[src/rtl/jackpot_pkg.sv]
// Shared state encoding, LED constants and helpers for the jackpot sequencer.
package jackpot_pkg;

  typedef enum logic [1:0] {
    ST_IDLE = 2'd0,
    ST_SPIN = 2'd1,
    ST_WIN  = 2'd2
  } state_e;

  localparam logic [3:0] LED_HOME  = 4'b0001;
  localparam logic [3:0] LED_ALL   = 4'b1111;
  localparam logic [7:0] SCORE_MAX = 8'd255;

  function automatic logic [3:0] rotate_led(input logic [3:0] leds);
    return {leds[2:0], leds[3]};
  endfunction

endpackage

[src/rtl/jackpot_tick_gen.sv]
// Step-tick generator: one-cycle pulse every (TICK_DIV >> LEVEL) cycles while enabled.
module jackpot_tick_gen
  import jackpot_pkg::*;
#(
  parameter int unsigned TICK_DIV = 25000000
) (
  input  logic       CLOCK,
  input  logic       RESET,
  input  logic       enable,
  input  logic       clear,
  input  logic [1:0] LEVEL,
  output logic       tick
);

  logic [31:0] cnt_q;
  logic [31:0] cnt_d;
  logic [31:0] period_m1;

  always_comb begin
    period_m1 = (32'(TICK_DIV) >> LEVEL) - 32'd1;
    tick      = enable && (cnt_q == period_m1);
    cnt_d     = cnt_q + 32'd1;
    // A pending clear wins over counting so the new state/level starts a full period.
    if (clear || !enable || tick) begin
      cnt_d = '0;
    end
  end

  always_ff @(posedge CLOCK) begin
    if (RESET) begin
      cnt_q <= '0;
    end else begin
      cnt_q <= cnt_d;
    end
  end

endmodule

[src/rtl/jackpot_ctrl.sv]
// Jackpot game sequencer: input synchronisers, spin/win FSM, level and saturating score.
module jackpot_ctrl
  import jackpot_pkg::*;
#(
  parameter int unsigned TICK_DIV  = 25000000,
  parameter int unsigned WIN_TICKS = 8,
  parameter int unsigned MAX_LEVEL = 3
) (
  input  logic       CLOCK,
  input  logic       RESET,
  input  logic       START,
  input  logic [3:0] SWITCHES,
  output logic [3:0] LEDS,
  output logic       WIN,
  output logic [1:0] LEVEL,
  output logic [7:0] SCORE
);

  localparam int unsigned BLINK_W = $clog2(WIN_TICKS + 1);
  localparam logic [BLINK_W-1:0] BLINK_LAST = BLINK_W'(WIN_TICKS - 1);
  localparam logic [1:0] LEVEL_MAX = 2'(MAX_LEVEL);

  logic [3:0] sw_s1_q, sw_s2_q, sw_s3_q;
  logic       st_s1_q, st_s2_q, st_s3_q;

  state_e             state_q, state_d;
  logic [3:0]         leds_q, leds_d;
  logic               win_q, win_d;
  logic [1:0]         level_q, level_d;
  logic [7:0]         score_q, score_d;
  logic [BLINK_W-1:0] blink_q, blink_d;

  logic sw_chg, start_rise, hit, miss;
  logic tick, tick_en, tick_clear;

  assign tick_en    = (state_q == ST_SPIN) || (state_q == ST_WIN);
  assign tick_clear = (state_d != state_q) || (level_d != level_q);

  jackpot_tick_gen #(
    .TICK_DIV(TICK_DIV)
  ) u_tick_gen (
    .CLOCK (CLOCK),
    .RESET (RESET),
    .enable(tick_en),
    .clear (tick_clear),
    .LEVEL (level_q),
    .tick  (tick)
  );

  always_comb begin
    sw_chg     = (sw_s2_q != sw_s3_q);
    start_rise = st_s2_q & ~st_s3_q;
    hit        = sw_chg && (sw_s2_q == leds_q);
    miss       = sw_chg && (sw_s2_q != leds_q) && (sw_s2_q != 4'b0000);

    state_d = state_q;
    leds_d  = leds_q;
    level_d = level_q;
    score_d = score_q;
    blink_d = blink_q;

    case (state_q)
      ST_IDLE: begin
        leds_d = LED_HOME;
        if (start_rise) begin
          state_d = ST_SPIN;
        end
      end
      ST_SPIN: begin
        // Hit beats miss beats tick: the captured spinner position never advances on a hit.
        if (hit) begin
          state_d = ST_WIN;
          leds_d  = LED_ALL;
          blink_d = '0;
          if (score_q != SCORE_MAX) begin
            score_d = score_q + 8'd1;
          end
          if (level_q < LEVEL_MAX) begin
            level_d = level_q + 2'd1;
          end
        end else if (miss) begin
          level_d = 2'd0;
        end else if (tick) begin
          leds_d = rotate_led(leds_q);
        end
      end
      ST_WIN: begin
        if (tick) begin
          if (blink_q == BLINK_LAST) begin
            state_d = ST_SPIN;
            leds_d  = LED_HOME;
            blink_d = '0;
          end else begin
            leds_d  = ~leds_q;
            blink_d = blink_q + BLINK_W'(1);
          end
        end
      end
      default: begin
        state_d = ST_IDLE;
        leds_d  = LED_HOME;
      end
    endcase

    win_d = (state_d == ST_WIN);
  end

  always_ff @(posedge CLOCK) begin
    if (RESET) begin
      sw_s1_q <= '0;
      sw_s2_q <= '0;
      sw_s3_q <= '0;
      st_s1_q <= 1'b0;
      st_s2_q <= 1'b0;
      st_s3_q <= 1'b0;
      state_q <= ST_IDLE;
      leds_q  <= LED_HOME;
      win_q   <= 1'b0;
      level_q <= 2'd0;
      score_q <= 8'd0;
      blink_q <= '0;
    end else begin
      sw_s1_q <= SWITCHES;
      sw_s2_q <= sw_s1_q;
      sw_s3_q <= sw_s2_q;
      st_s1_q <= START;
      st_s2_q <= st_s1_q;
      st_s3_q <= st_s2_q;
      state_q <= state_d;
      leds_q  <= leds_d;
      win_q   <= win_d;
      level_q <= level_d;
      score_q <= score_d;
      blink_q <= blink_d;
    end
  end

  assign LEDS  = leds_q;
  assign WIN   = win_q;
  assign LEVEL = level_q;
  assign SCORE = score_q;

endmodule

[config.mk]
export PLATFORM = sky130hd
export DESIGN_NAME = jackpot_ctrl
export DESIGN_NICKNAME = d
export VERILOG_FILES = /design/src/rtl/jackpot_pkg.sv /design/src/rtl/jackpot_tick_gen.sv /design/src/rtl/jackpot_ctrl.sv
export SDC_FILE = /design/constraint.sdc
export NUM_CORES = 1
export LEC_CHECK = 0
export CAP_MARGIN = 20
export CELL_PAD_IN_SITES_DETAIL_PLACEMENT = 0
export CELL_PAD_IN_SITES_GLOBAL_PLACEMENT = 1
export CORE_UTILIZATION = 41
export CTS_CLUSTER_DIAMETER = 50
export DETAILED_ROUTE_END_ITERATION = 12
export PLACE_DENSITY_LB_ADDON = 0.1
export SYNTH_ARGS = -nofsm -noshare
export SYNTH_HDL_FRONTEND = slang
export SYNTH_HIERARCHICAL = 1
export SYNTH_SLANG_ARGS = --single-unit
export TNS_END_PERCENT = 1
[constraint.sdc]
create_clock -name CLOCK -period 3.6 [get_ports CLOCK]
set_input_delay 0.54 -clock CLOCK [delete_from_list [all_inputs] [get_ports CLOCK]]
set_output_delay 0.54 -clock CLOCK [all_outputs]
set_load 0.02 [all_outputs]
# After elaboration in Yosys (flattened, before gate mapping)

Index checks and enable logic that the tools add are counted.

Bits in registers: 68
Output and inout port bits: 15
Word-level logic and storage cells: 73

$add $sub $neg: 5
$lt $le $gt $ge: 1
Equal/unequal tests: 15
Shift operators: 1
Mux-type cells: 19
Bitwise logic cells: 3
Reductions and logical operators: 16

Operator list:

| operator                                             | number |
|---|---|
| adder 32 x 1 -> 32 bit (second input constant)       | 1 |
| equality test 32 bit                                 | 1 |
| 2-to-1 mux 4 bit                                     | 8 |
| >> shifter 25 x 2 -> 32 bit (first input constant)   | 1 |
| subtractor 32 x 1 -> 32 bit (second input constant)  | 1 |
| 2-to-1 mux 2 bit                                     | 8 |
| one-hot mux 4 bit (2 select lines)                   | 2 |
| AND reduction 3 bit                                  | 3 |
| adder 8 x 1 -> 8 bit (second input constant)         | 1 |
| != test 4 bit                                        | 2 |
| != test 8 bit (second input constant)                | 1 |
| != test 3 bit (second input constant)                | 2 |
| one-hot mux 2 bit (3 select lines)                   | 1 |
| adder 4 x 1 -> 4 bit (second input constant)         | 1 |
| equality test 2 bit (second input constant)          | 2 |
| equality test 4 x 3 -> 1 bit (second input constant) | 1 |
| equality test 4 bit                                  | 1 |
| logical AND 1 bit                                    | 4 |
| logical OR 1 bit                                     | 4 |
| != test 2 bit                                        | 2 |
| != test 2 bit (second input constant)                | 2 |
| NOT 4 bit                                            | 1 |
| nonzero test 4 bit                                   | 1 |
| adder 2 x 1 -> 2 bit (second input constant)         | 1 |
| other kinds (8)                                      | 8 |

# Depth between registers and ports, before layout

Gate-level depths: netlist of run 1.

Word-level depth: 11
Mapped depth: 17
Mapped depth without buffers: 14

# Hierarchy

Netlist of run 1, hierarchy kept.

Modules (own cells, without submodules):

| module           | instances | cells each | area an instance (µm²) | seq. area each (µm²) |
|---|---|---|---|---|
| jackpot_ctrl     | 1         | 201        | 1,754.2                | 720.7 |
| jackpot_tick_gen | 1         | 202        | 1,731.7                | 640.6 |

# Least setup slack after synthesis of run 1

No wires, ideal clock.

Path type: reg2reg
Start: register level_q[1], in the netlist LEVEL[1]
End: register u_tick_gen.cnt_q[11]
Library setup time: 115 ps
Arrival time: 3,436 ps
Required time: 3,485 ps
Setup slack: 49 ps
Cell stages (with the launch flop): 18
Buffers on the path: 3
Cell sequence: dfxtp_1 clkbuf_1 buf_2 nand2_1 ha_1 xnor2_1 a2111oi_2 o2111ai_2 nor3_1 and4b_1 nand2_1 a211oi_1 a21oi_1 nand4_1 nor2_1 o311ai_4 buf_6 nor2_1

Longest elaborated chain between the ends: 11
Elaborated cells between the ends (all ways): 18
Those cells by class: 2 x add/sub; 1 x order compare; 3 x eq/ne; 1 x shift; 6 x mux; 5 x reduce/logical

RTL lines:

| what                               | RTL line               | RTL |
|---|---|---|
| start: declaration                 | jackpot_ctrl.sv:29     | `logic [1:0] level_q, level_d;` |
| start signal: assignment           | jackpot_ctrl.sv:132    | `level_q <= level_d;` |
| >> shifter 25 x 2 -> 32 bit        | jackpot_tick_gen.sv:20 | `period_m1 = (32'(TICK_DIV) >> LEVEL) - 32'd1;` |
| subtractor 32 x 1 -> 32 bit        | jackpot_tick_gen.sv:20 |  |
| equality test 32 bit               | jackpot_tick_gen.sv:21 | `tick = enable && (cnt_q == period_m1);` |
| logical AND 1 bit                  | jackpot_tick_gen.sv:21 |  |
| via tick                           | jackpot_ctrl.sv:34     | `logic tick, tick_en, tick_clear;` |
| 2-to-1 mux 2 bit                   | jackpot_ctrl.sv:88     | `if (tick) begin` |
| one-hot mux 2 bit (3 select lines) | jackpot_ctrl.sv:62     | `case (state_q)` |
| != test 2 bit                      | jackpot_ctrl.sv:37     | `assign tick_clear = (state_d != state_q) \|\| (level_d != level_q);` |
| logical OR 1 bit                   | jackpot_ctrl.sv:37     |  |
| via tick_clear                     | jackpot_ctrl.sv:34     |  |
| logical OR 1 bit (2 in series)     | jackpot_tick_gen.sv:24 | `if (clear \|\| !enable \|\| tick) begin` |
| OR reduction 2 bit (no line)       | --                     |  |
| end signal: assignment             | jackpot_tick_gen.sv:33 | `cnt_q <= cnt_d;` |
| end: declaration                   | jackpot_tick_gen.sv:15 | `logic [31:0] cnt_q;` |

The timed path passes the listed nets, and every way through them passes these cells.
A chain may end at the register's enable or synchronous reset.

# Final worst setup path of run 1

Start: register state_q[1]
End: register u_tick_gen.cnt_q[3]

Longest elaborated chain between the ends: 10
Elaborated cells between the ends (all ways): 18
Those cells by class: 4 x eq/ne; 6 x mux; 8 x reduce/logical

RTL lines:

| what                                                                       | RTL line               | RTL |
|---|---|---|
| start: declaration                                                         | jackpot_ctrl.sv:26     | `state_e state_q, state_d;` |
| start signal: assignment                                                   | jackpot_ctrl.sv:129    | `state_q <= state_d;` |
| equality test 2 x 1 -> 1 bit / equality test 2 bit (equally long branches) | jackpot_ctrl.sv:36     | `assign tick_en = (state_q == ST_SPIN) \|\| (state_q == ST_WIN);` |
| logical OR 1 bit (*)                                                       | jackpot_ctrl.sv:36     |  |
| via tick_en                                                                | jackpot_ctrl.sv:34     |  |
| logical AND 1 bit (*)                                                      | jackpot_tick_gen.sv:21 |  |
| via tick                                                                   | jackpot_ctrl.sv:34     |  |
| 2-to-1 mux 2 bit (*)                                                       | jackpot_ctrl.sv:88     |  |
| one-hot mux 2 bit (3 select lines) (*)                                     | jackpot_ctrl.sv:62     |  |
| != test 2 bit (*)                                                          | jackpot_ctrl.sv:37     |  |
| logical OR 1 bit (*)                                                       | jackpot_ctrl.sv:37     |  |
| via tick_clear                                                             | jackpot_ctrl.sv:34     |  |
| logical OR 1 bit (*) (2 in series)                                         | jackpot_tick_gen.sv:24 |  |
| OR reduction 2 bit (no line) (*)                                           | --                     |  |

Mark *: on every way through the listed nets, which the timed path passes. The rest lies on a longest branch.

==> results of run 1 <==
## final cells by class
class                           count  area [um^2]
Tap cell                          105        131.4
Inverter                            9        33.78
Clock buffer                        9        123.9
Fill cell                         821         4058
Multi-Input combinational cell    314         2117
Clock inverter                      7        91.34
Timing Repair Buffer               33        300.3
Sequential cell                    68         1361
## layer usage
metal / part of all wire (%) / up-vias
met4: 1.9 / 0
met5: 0 / -
met3: 3.1 / 10
met2: 48 / 48
met1: 47 / 1396
li1: - / 1500
## metrics by stage
stage | total power [mW] | utilization (%) | instances | hold slack (ns)
after global routing | 1.599 | 50.62 | 545 | 0.4588
after floorplan | 0.8348 | - | 403 | 0.4138
final | 1.534 | 50.62 | 545 | 0.4355
after CTS | 1.545 | 49.29 | 541 | 0.4402
after detailed placement | 0.8577 | 46.67 | 525 | 0.4281
after global placement | 0.8575 | 46.67 | 525 | 0.4224
## cell families after synthesis
| kind of cell | after synthesis | synth area share (%) |
|---|---|---|
| and+or+nand+nor | 197 | 30.72 |
| DFF | 68 | 39.05 |
| AOI/OAI and AO/OA | 53 | 10.62 |
| xor gates and xnor gates | 46 | 11.56 |
| buffers and inverters | 24 | 3.122 |
| adders and majority gates | 8 | 2.872 |
| muxes | 7 | 2.046 |
## state kept, by name, summed over array words and instances, names as in the netlist
signal            count
st_s1_q               1
WIN                   1
LEDS                  4
st_s2_q               1
st_s3_q               1
sw_s3_q               4
u_tick_gen/cnt_q     32
SCORE                 8
LEVEL                 2
state_q               2
blink_q               4
sw_s1_q               4
sw_s2_q               4
## power breakdown
group          internal [mW]  switching, mW
combinational         0.0357         0.0489
clock                  0.387          0.295
sequential             0.760        0.00639
total                   1.18          0.350
## worst max path at each step
stage,end,cells after the start
6_report,u_tick_gen/cnt_q[3],14
3_5_place_dp,u_tick_gen/cnt_q[12],14
3_3_place_gp,u_tick_gen/cnt_q[11],14
2_1_floorplan,u_tick_gen/cnt_q[11],17
5_1_grt,u_tick_gen/cnt_q[6],14
4_1_cts,u_tick_gen/cnt_q[6],14
## Yosys cell counts, drive strengths merged (3+ instances only)
master  count  area share [%]
a21oi      10             1.4
mux2i       6             1.7
and4        4             1.0
inv         9            0.97
nor4       10             2.3
clkbuf      9            0.97
o21a        3            0.65
nor3        5            0.72
nand2      23             2.5
nand2b      9             1.6
nand4      16             2.9
buf         6             1.2
xnor2      19             4.8
nand4b      4             1.0
dfxtp      68              39
o21ai      21             3.0
nand3      19             2.7
or4         3            0.65
nand3b      4            0.86
ha          8             2.9
nor2       59             6.4
and3        8             1.4
nor2b      20             3.6
xor2       27             6.8
## timing repair
action                                  CTS  global route
gates resized for setup                   0             8
endpoints found under the setup margin    0            32
setup buffers                             0             1
==> out/summary.md, run 1 <==
The number of maximum-capacitance constraint violations was 0. The Yosys step of the flow raised 6 warnings. The met1 layer usage reported by global route came out at 23.75%. The overall overflow remaining after global route came out at 0.

The die is 94.21 um tall. met2 is the most crowded layer. The number of primary I/O pins is 22, and the achievable frequency is 0.3027 GHz. The critical register-to-register path endpoint is u_tick_gen/cnt_q[3]. For the finished layout, the period the worst path requires is 3.304 ns. The maximum single-stage delay on the critical path is 0.51 ns, and the largest fanout of any net on the critical path is 7. From synthesis to final layout, the design area changed by 19.31%.

For the count of nets left with antenna violations after detail routing, the log shows 0. The number of distinct library cell variants in the gate-level netlist after synthesis was 52; the sum of buffers and inverters on the critical path was 1. The HPWL after detailed placement is 5.371 mm. In this run, synthesis inferred 0 flip-flops with an integrated enable. Setup violations remaining at the end of the flow were counted as 0. IR analysis of the VDD net gives a maximum drop of 245.0 uV. No sink is reached through more buffers than the 2 on the longest clock path.

The required time of the worst setup path is 3.82 ns. The cell area power density was 368.8 nW/um^2. The clock-pin slew on the worst setup and hold paths came out at 0.07 ns. Average vias per placed instance: 5.420.

Leaving out fill and tap cells, the most frequent cell in the layout is sky130_fd_sc_hd__dfxtp_1. The path class of the tightest hold or removal check is flop to flop. Entering global routing, the biggest net connects 25 pins.

After detailed routing, the number of remaining DRC violations is 0. The total global routing track utilization is 18.93%, and the number of max-slew violations in the final report is 0. The core region area is 8217 um^2, and the share of the cycle needed by the critical path after routing is 91.78%. On the critical path, the stage with the largest delay is an instance of sky130_fd_sc_hd__or4bb_1.

The cell depth of the worst hold path came out at 1. The via count of the first global-routing pass came out at 2689. The average cell area after synthesis came out at 8.650 um^2. Total clock buffers created by CTS: 9. Worst hold endpoint: sw_s2_q[2]. Setup slack on the worst reg-to-reg path comes out at 0.30 ns.

Synthesis inferred 68 register bits. TritonCTS built the clock tree. The setup path with the least slack is of type flop to flop. The run finished with clean final reports. The number of iterations in the first detailed-routing pass was 4. The worst setup path is launched from a flop.

OpenSTA, run right after detailed placement, puts the worst setup slack at 0.07578 ns. After the first detailed-routing iteration, the DRC count stood at 86. Summing all non-filler instances in the final layout gives an area of 4159 um^2. For the number of antenna violations at the first check in global routing, the log shows 0. In the global route stage, met3 resource usage came out at 4.126%. In this run the horizontal extent of the chip is 94.21 um.

The number of hold violations in the final report came out at 0. The tools report the worst-case headroom to the max-slew limit as 31.29%. The tools report the die footprint as 8875 um^2. The worst setup path is captured at a flop. The net count reported at finish is 450, and the combined area of all synthesized cells is 3486 um^2. The startpoint identified for the worst hold timing path is sw_s1_q[2]. The area of placed instances is 3835 um^2. The dominant synthesized flop cell is sky130_fd_sc_hd__dfxtp_1. Setup repair after global routing left no endpoint under its margin.

The proportion of layout cells with a drive suffix above 1 is 9.773%. The number of nets handed over by synthesis was 418. The count of hold-fix buffers inserted at cts was 0. The clock reaches the later pin of the worst-skew pair after 0.34 ns. The clock arrives with 0.008078 ns of skew. Wires add up to 8.112 mm.

Global placement routability congestion: 0.7759. In this run the critical register-to-register path is launched from state_q[1]. Summing the sequential cell areas from Yosys gives 39.05% of the chip area. Once the floorplan was initialized, standard cells occupied 42.42% of the core. The CTS sink count is 68.

After floorplanning, the core was divided into 33 placement rows. Master cell of the clock root buffer: sky130_fd_sc_hd__clkbuf_8. The number of antenna repair diodes is 0.

The first global-routing pass estimated 12.99 mm of wire. The analysis attributes to cell leakage a power of 1.377 nW. The number of cell instances on the worst register-to-register path was 14; the number of vias in the routed layout was 2954. On the critical path the largest part of the delay comes from simple AND/OR/NAND/NOR gates.

The transition time at the pin with the least slew margin came out at 1.022 ns. Global routing consumed, on the met2 layer, 30.62% of the routing resources. The signal on the critical path passes through inv_1 -> ha_4 -> or4bb_1 -> nor4_2 -> o2111ai_2 -> nor3_2 -> and4b_1 -> nand2_1 -> a211oi_1 -> a21oi_1 -> nand4_1 -> nor2_2 -> o311ai_4 -> nor2_1. Leaving out fill and tap cells, the most frequent cells in the layout are sky130_fd_sc_hd__dfxtp_1 (68), sky130_fd_sc_hd__nor2_1 (58), sky130_fd_sc_hd__xor2_1 (27). The run gives 3.52 ns as the data arrival time at the worst-slack endpoint. Across all setup checks in the final design, the least slack found is 0.2961 ns.

After technology mapping, the gate count stands at 403. In this run the tool buffered the top-level ports with 21 buffer cells. The number of H-tree branching levels is 3. Of all flip-flops after synthesis, the portion carrying an async set or reset was 0%. Tracing the worst setup path back leads to its startpoint at state_q[1]. The average wire length per cell after detail routing was 14.88 um; the final sum of negative setup slack was 0 ns.
No activity file was read; power rests on OpenSTA's default activity.
==> run 2, diff against run 1 <==
--- a/config.mk
+++ b/config.mk
@@ -5,10 +5,11 @@
 export SDC_FILE = /design/constraint.sdc
 export NUM_CORES = 1
 export LEC_CHECK = 0
+export ABC_AREA = 1
 export CAP_MARGIN = 20
 export CELL_PAD_IN_SITES_DETAIL_PLACEMENT = 0
 export CELL_PAD_IN_SITES_GLOBAL_PLACEMENT = 1
-export CORE_UTILIZATION = 41
+export CORE_UTILIZATION = 39
 export CTS_CLUSTER_DIAMETER = 50
 export DETAILED_ROUTE_END_ITERATION = 12
 export PLACE_DENSITY_LB_ADDON = 0.1
==> run 2 against run 1 <==
Against the previous run: combinational power grew 25%; final cell count grew 43%; largest cell class unchanged; first-iteration DRC count grew 24%.
==> out/summary.md, run 2 <==
For the number of hold violations in the final report, the log shows 0 (unchanged). The final sum of negative setup slack was 0 ns (unchanged); the die span in y was 103.1 um (+9.5%). The tools report the final HPWL from detailed placement as 7.221 mm (+34%). The final period demand of the worst path works out to 3.246 ns (-0.05755 ns).

The number of distinct library cell variants in the gate-level netlist after synthesis was 35 (-33%). Highest ir drop seen on vdd: 231.6 uV (-5.5%). The register-to-register setup slack came out at 0.35 ns (+0.06 ns). The commonest non-fill, non-tap cell in the layout was sky130_fd_sc_hd__nand2_1. For the count of placed standard cells including taps, the log shows 761 (+45%). Counting instances in the post-synthesis netlist gives the leading cell types as sky130_fd_sc_hd__nand2_1 (178), sky130_fd_sc_hd__nor2_1 (107), sky130_fd_sc_hd__inv_1 (85). The number of port buffers was 21 (unchanged); the transition time at the pin with the least slew margin was 0.5174 ns (-0.5047 ns).

The worst setup path is captured at a flop. The clock-pin slew on the worst setup and hold paths came out at 0.08 ns (about the same). CTS sink count: 68 (unchanged). Number of DRC markers after the initial detailed-route iteration: 107 (+24%). The share of Yosys cell area claimed by the top area cell type is 34.13% (-4.9 points), and the yosys synthesis warning count is 6 (unchanged). The total of endpoints with negative setup slack in the final report came out at 0 (unchanged).

The tools report the count of hold-fix buffers inserted at cts as 0 (unchanged). Setup repair after global routing left no endpoint under its margin. The routed length on met1 was 4.451 mm (+16%). The min-delay analysis places its worst path in the category flop to flop. The overall overflow remaining after global route came out at 0 (unchanged). The via count of the first global-routing pass is 3573 (+33%), and the number of primary I/O pins is 22 (unchanged). Layout overhead on the synthesized area: 12.67%. Yosys instantiated no cell more often than sky130_fd_sc_hd__nand2_1. In the synthesized netlist the dominant register cell turns out to be sky130_fd_sc_hd__dfxtp_1. The tools report the initial standard-cell utilization of the core as 40.44% (-2.0 points). The maximum clock insertion buffer count was 2 (unchanged); the width of the die was 103.1 um (+9.5%). The run gives 777 (+43%) as the final non-filler cell total. The share of the cycle needed by the critical path after routing came out at 90.18% (-1.6 points). The total global routing track utilization is 20.50% (+1.6 points), and the global-route wire length before repair is 16.63 mm (+28%). The detailed router used layers up to and including met4.

The cell area power density was 321.0 nW/um^2 (-13%). The run gives 611 (+52%) as the synthesized instance count. The run gives 189 um (-24%) as the met3 wire length. The achievable frequency is 0.3080 GHz (+1.8%), and the overall power of the completed layout is 1.443 mW (-5.9%). The register bank with the most flops was u_tick_gen/cnt_q. The die footprint was 10640 um^2 (+20%). The logs give 0 (unchanged) for the buffer count from post-CTS setup fixing and 4.774 mm (+23%) for the routed wire length on met2. The net count reported at finish was 654 (+45%). Largest fanout of any net on the critical path: 32 (+25). The required time of the worst setup path is 3.89 ns (+0.07 ns).

The residual DRC count was 0 (unchanged); the average wire length per cell after detail routing was 12.28 um (-18%). The worst-case headroom to the max-slew limit is 65.40% (+34 points). The run gives 0.36 ns (+0.02 ns) as the clock insertion delay at the later pin of the skew report. The flow ran to the end, and the final reports show no timing, DRC or antenna violations. The tools report the post-detailed-routing wire length as 9.541 mm (+18%). The number of enable flip-flop cells after synthesis was 0 (unchanged).

The core region area is 9864 um^2 (+20%), and the flip-flop count of the largest register after layout is 32 (unchanged). The proportion of layout cells with a drive suffix above 1 is 8.540% (-1.2 points). The average cell area after synthesis is 6.528 um^2 (-25%), and the post-cts gate resize count is 0 (unchanged). The run gives 33 (+32%) as the pin count of the biggest net entering global routing. The logs give 626 (+50%) for the post-synthesis net count and 0 (unchanged) for the count of nets left with antenna violations after detail routing. The number of rows in the core area is 36 (+9.1%), and the number of H-tree branching levels is 3 (unchanged). For the number of antenna violations at the first check in global routing, the log shows 0 (unchanged).

The leakage power is 1.742 nW (+27%). Most area-hungry cell type in the Yosys netlist: sky130_fd_sc_hd__dfxtp_1. The clock skew after layout was 0.01183 ns (+0.003750 ns). The tools report the part of the Yosys area used for sequential elements as 34.13% (-4.9 points). The combined area of all synthesized cells came out at 3989 um^2 (+14%).

The critical path start-end classification was flop to flop. The global placement routability congestion came out at 0.8292 (+6.9%). The tools report the number of iterations in the first detailed-routing pass as 4 (unchanged). By area the synthesized netlist is led by sky130_fd_sc_hd__dfxtp_1 (34%), sky130_fd_sc_hd__nand2_1 (17%), sky130_fd_sc_hd__nor2_1 (10%).

The number of synthesized register bits works out to 68 (unchanged). Master cell of the clock root buffer: sky130_fd_sc_hd__clkbuf_8. Leaving out fill and tap cells, the most frequent cells in the layout are sky130_fd_sc_hd__nand2_1 (178), sky130_fd_sc_hd__nor2_1 (107), sky130_fd_sc_hd__inv_1 (85).

Data arrival time at the worst-slack endpoint: 3.53 ns (about the same). STA classifies the critical path startpoint as a flop. For the number of max-slew violations in the final report, the log shows 0 (unchanged). The fraction of registers with async set/reset was 0% (unchanged); the number of antenna repair diodes was 0 (unchanged). The logs give 45.56% (-5.1 points) for the post-layout utilization of the core and 0 (unchanged) for the number of maximum-capacitance constraint violations.

The number of vias in the routed layout is 3618 (+22%). Total clock buffers created by CTS: 9 (unchanged). The average vias per placed instance came out at 4.656 (-14%). TritonCTS built the clock tree.
## run 2: cell types whose count changed in the layout (fill, tap and decap cells not counted), sizes merged, moves of 7 or more
cell	previous run	this run
nor2	59	120
xor2	27	20
nor4	10	0
xnor2	19	7
a21oi	10	19
nand2b	9	0
nor2b	20	0
o21ai	21	12
nand3	19	35
inv	9	89
and3	8	0
buf	12	5
nand2	23	190
## run 2: worst max-delay path, cell delays in order (launching register included)
cell and delay (ns):
sky130_fd_sc_hd__dfxtp_1 0.58, sky130_fd_sc_hd__inv_1 0.13, sky130_fd_sc_hd__nand2_1 0.11, sky130_fd_sc_hd__ha_1 0.24
sky130_fd_sc_hd__nand2_1 0.07, sky130_fd_sc_hd__inv_1 0.04, sky130_fd_sc_hd__nor3_1 0.15, sky130_fd_sc_hd__nand3_1 0.09
sky130_fd_sc_hd__nor2_1 0.10, sky130_fd_sc_hd__nand2_1 0.10, sky130_fd_sc_hd__inv_1 0.15, sky130_fd_sc_hd__inv_1 0.05
sky130_fd_sc_hd__o21ai_0 0.15, sky130_fd_sc_hd__a21oi_1 0.08, sky130_fd_sc_hd__nand2_1 0.11, sky130_fd_sc_hd__nand2_1 0.08
sky130_fd_sc_hd__nand2_1 0.06, sky130_fd_sc_hd__nand2_1 0.05, sky130_fd_sc_hd__nor2_1 0.07, sky130_fd_sc_hd__nand3_1 0.08
sky130_fd_sc_hd__nor3b_1 0.25, sky130_fd_sc_hd__nand2_2 0.07, sky130_fd_sc_hd__buf_4 0.24, sky130_fd_sc_hd__nor2_1 0.14
## run 2: final timing paths
check / start / to / depth (start not counted)
min: sw_s1_q[3] / sw_s2_q[3] / 2
max: LEVEL[0] / u_tick_gen/cnt_q[4] / 23
max reg2reg: LEVEL[0] / u_tick_gen/cnt_q[4] / 23
min reg2reg: sw_s1_q[3] / sw_s2_q[3] / 2
## run 2: layout make-up
class	count	area, um^2
Fill cell	1050	5370
Multi-Input combinational cell	444	2211
Sequential cell	68	1361
Inverter	90	337.8
Timing Repair Buffer	26	247.7
Tap cell	133	166.4
Clock buffer	11	131.4
Clock inverter	5	38.79
## run 2: power by group
part           total, mW  leakage (nW)  internal (mW)  switching [mW]
Sequential         0.771         0.550          0.762         0.00893
Clock              0.566        0.0835          0.253           0.313
Combinational      0.106          1.11         0.0387          0.0673
Total               1.44          1.74           1.05           0.389
## run 2: through the flow
step,area [um^2],setup WS [ns],hold WS [ns]
3_5_place_dp,4324,0.3496,0.3989
3_3_place_gp,4324,0.4925,0.3904
6_report,4494,0.3536,0.4049
4_1_cts,4494,0.3210,0.4112
2_1_floorplan,3989,0.6276,0.3883
5_1_grt,4494,0.001601,0.4170
## run 2: logic make-up after synthesis
group / after synthesis / share of synthesized area [%]
compound gates: 37 / 5.019
xor+xnor: 27 / 5.929
simple gates: 372 / 41.97
buf+inv: 99 / 10.45
fa+ha+maj: 8 / 2.510
flops: 68 / 34.13
## run 2: routing by layer
metal  track usage, %  up-vias
met3            4.542       11
met2            36.36       33
met5                0        -
li1                 -     1927
met4            6.826        0
met1            24.42     1647
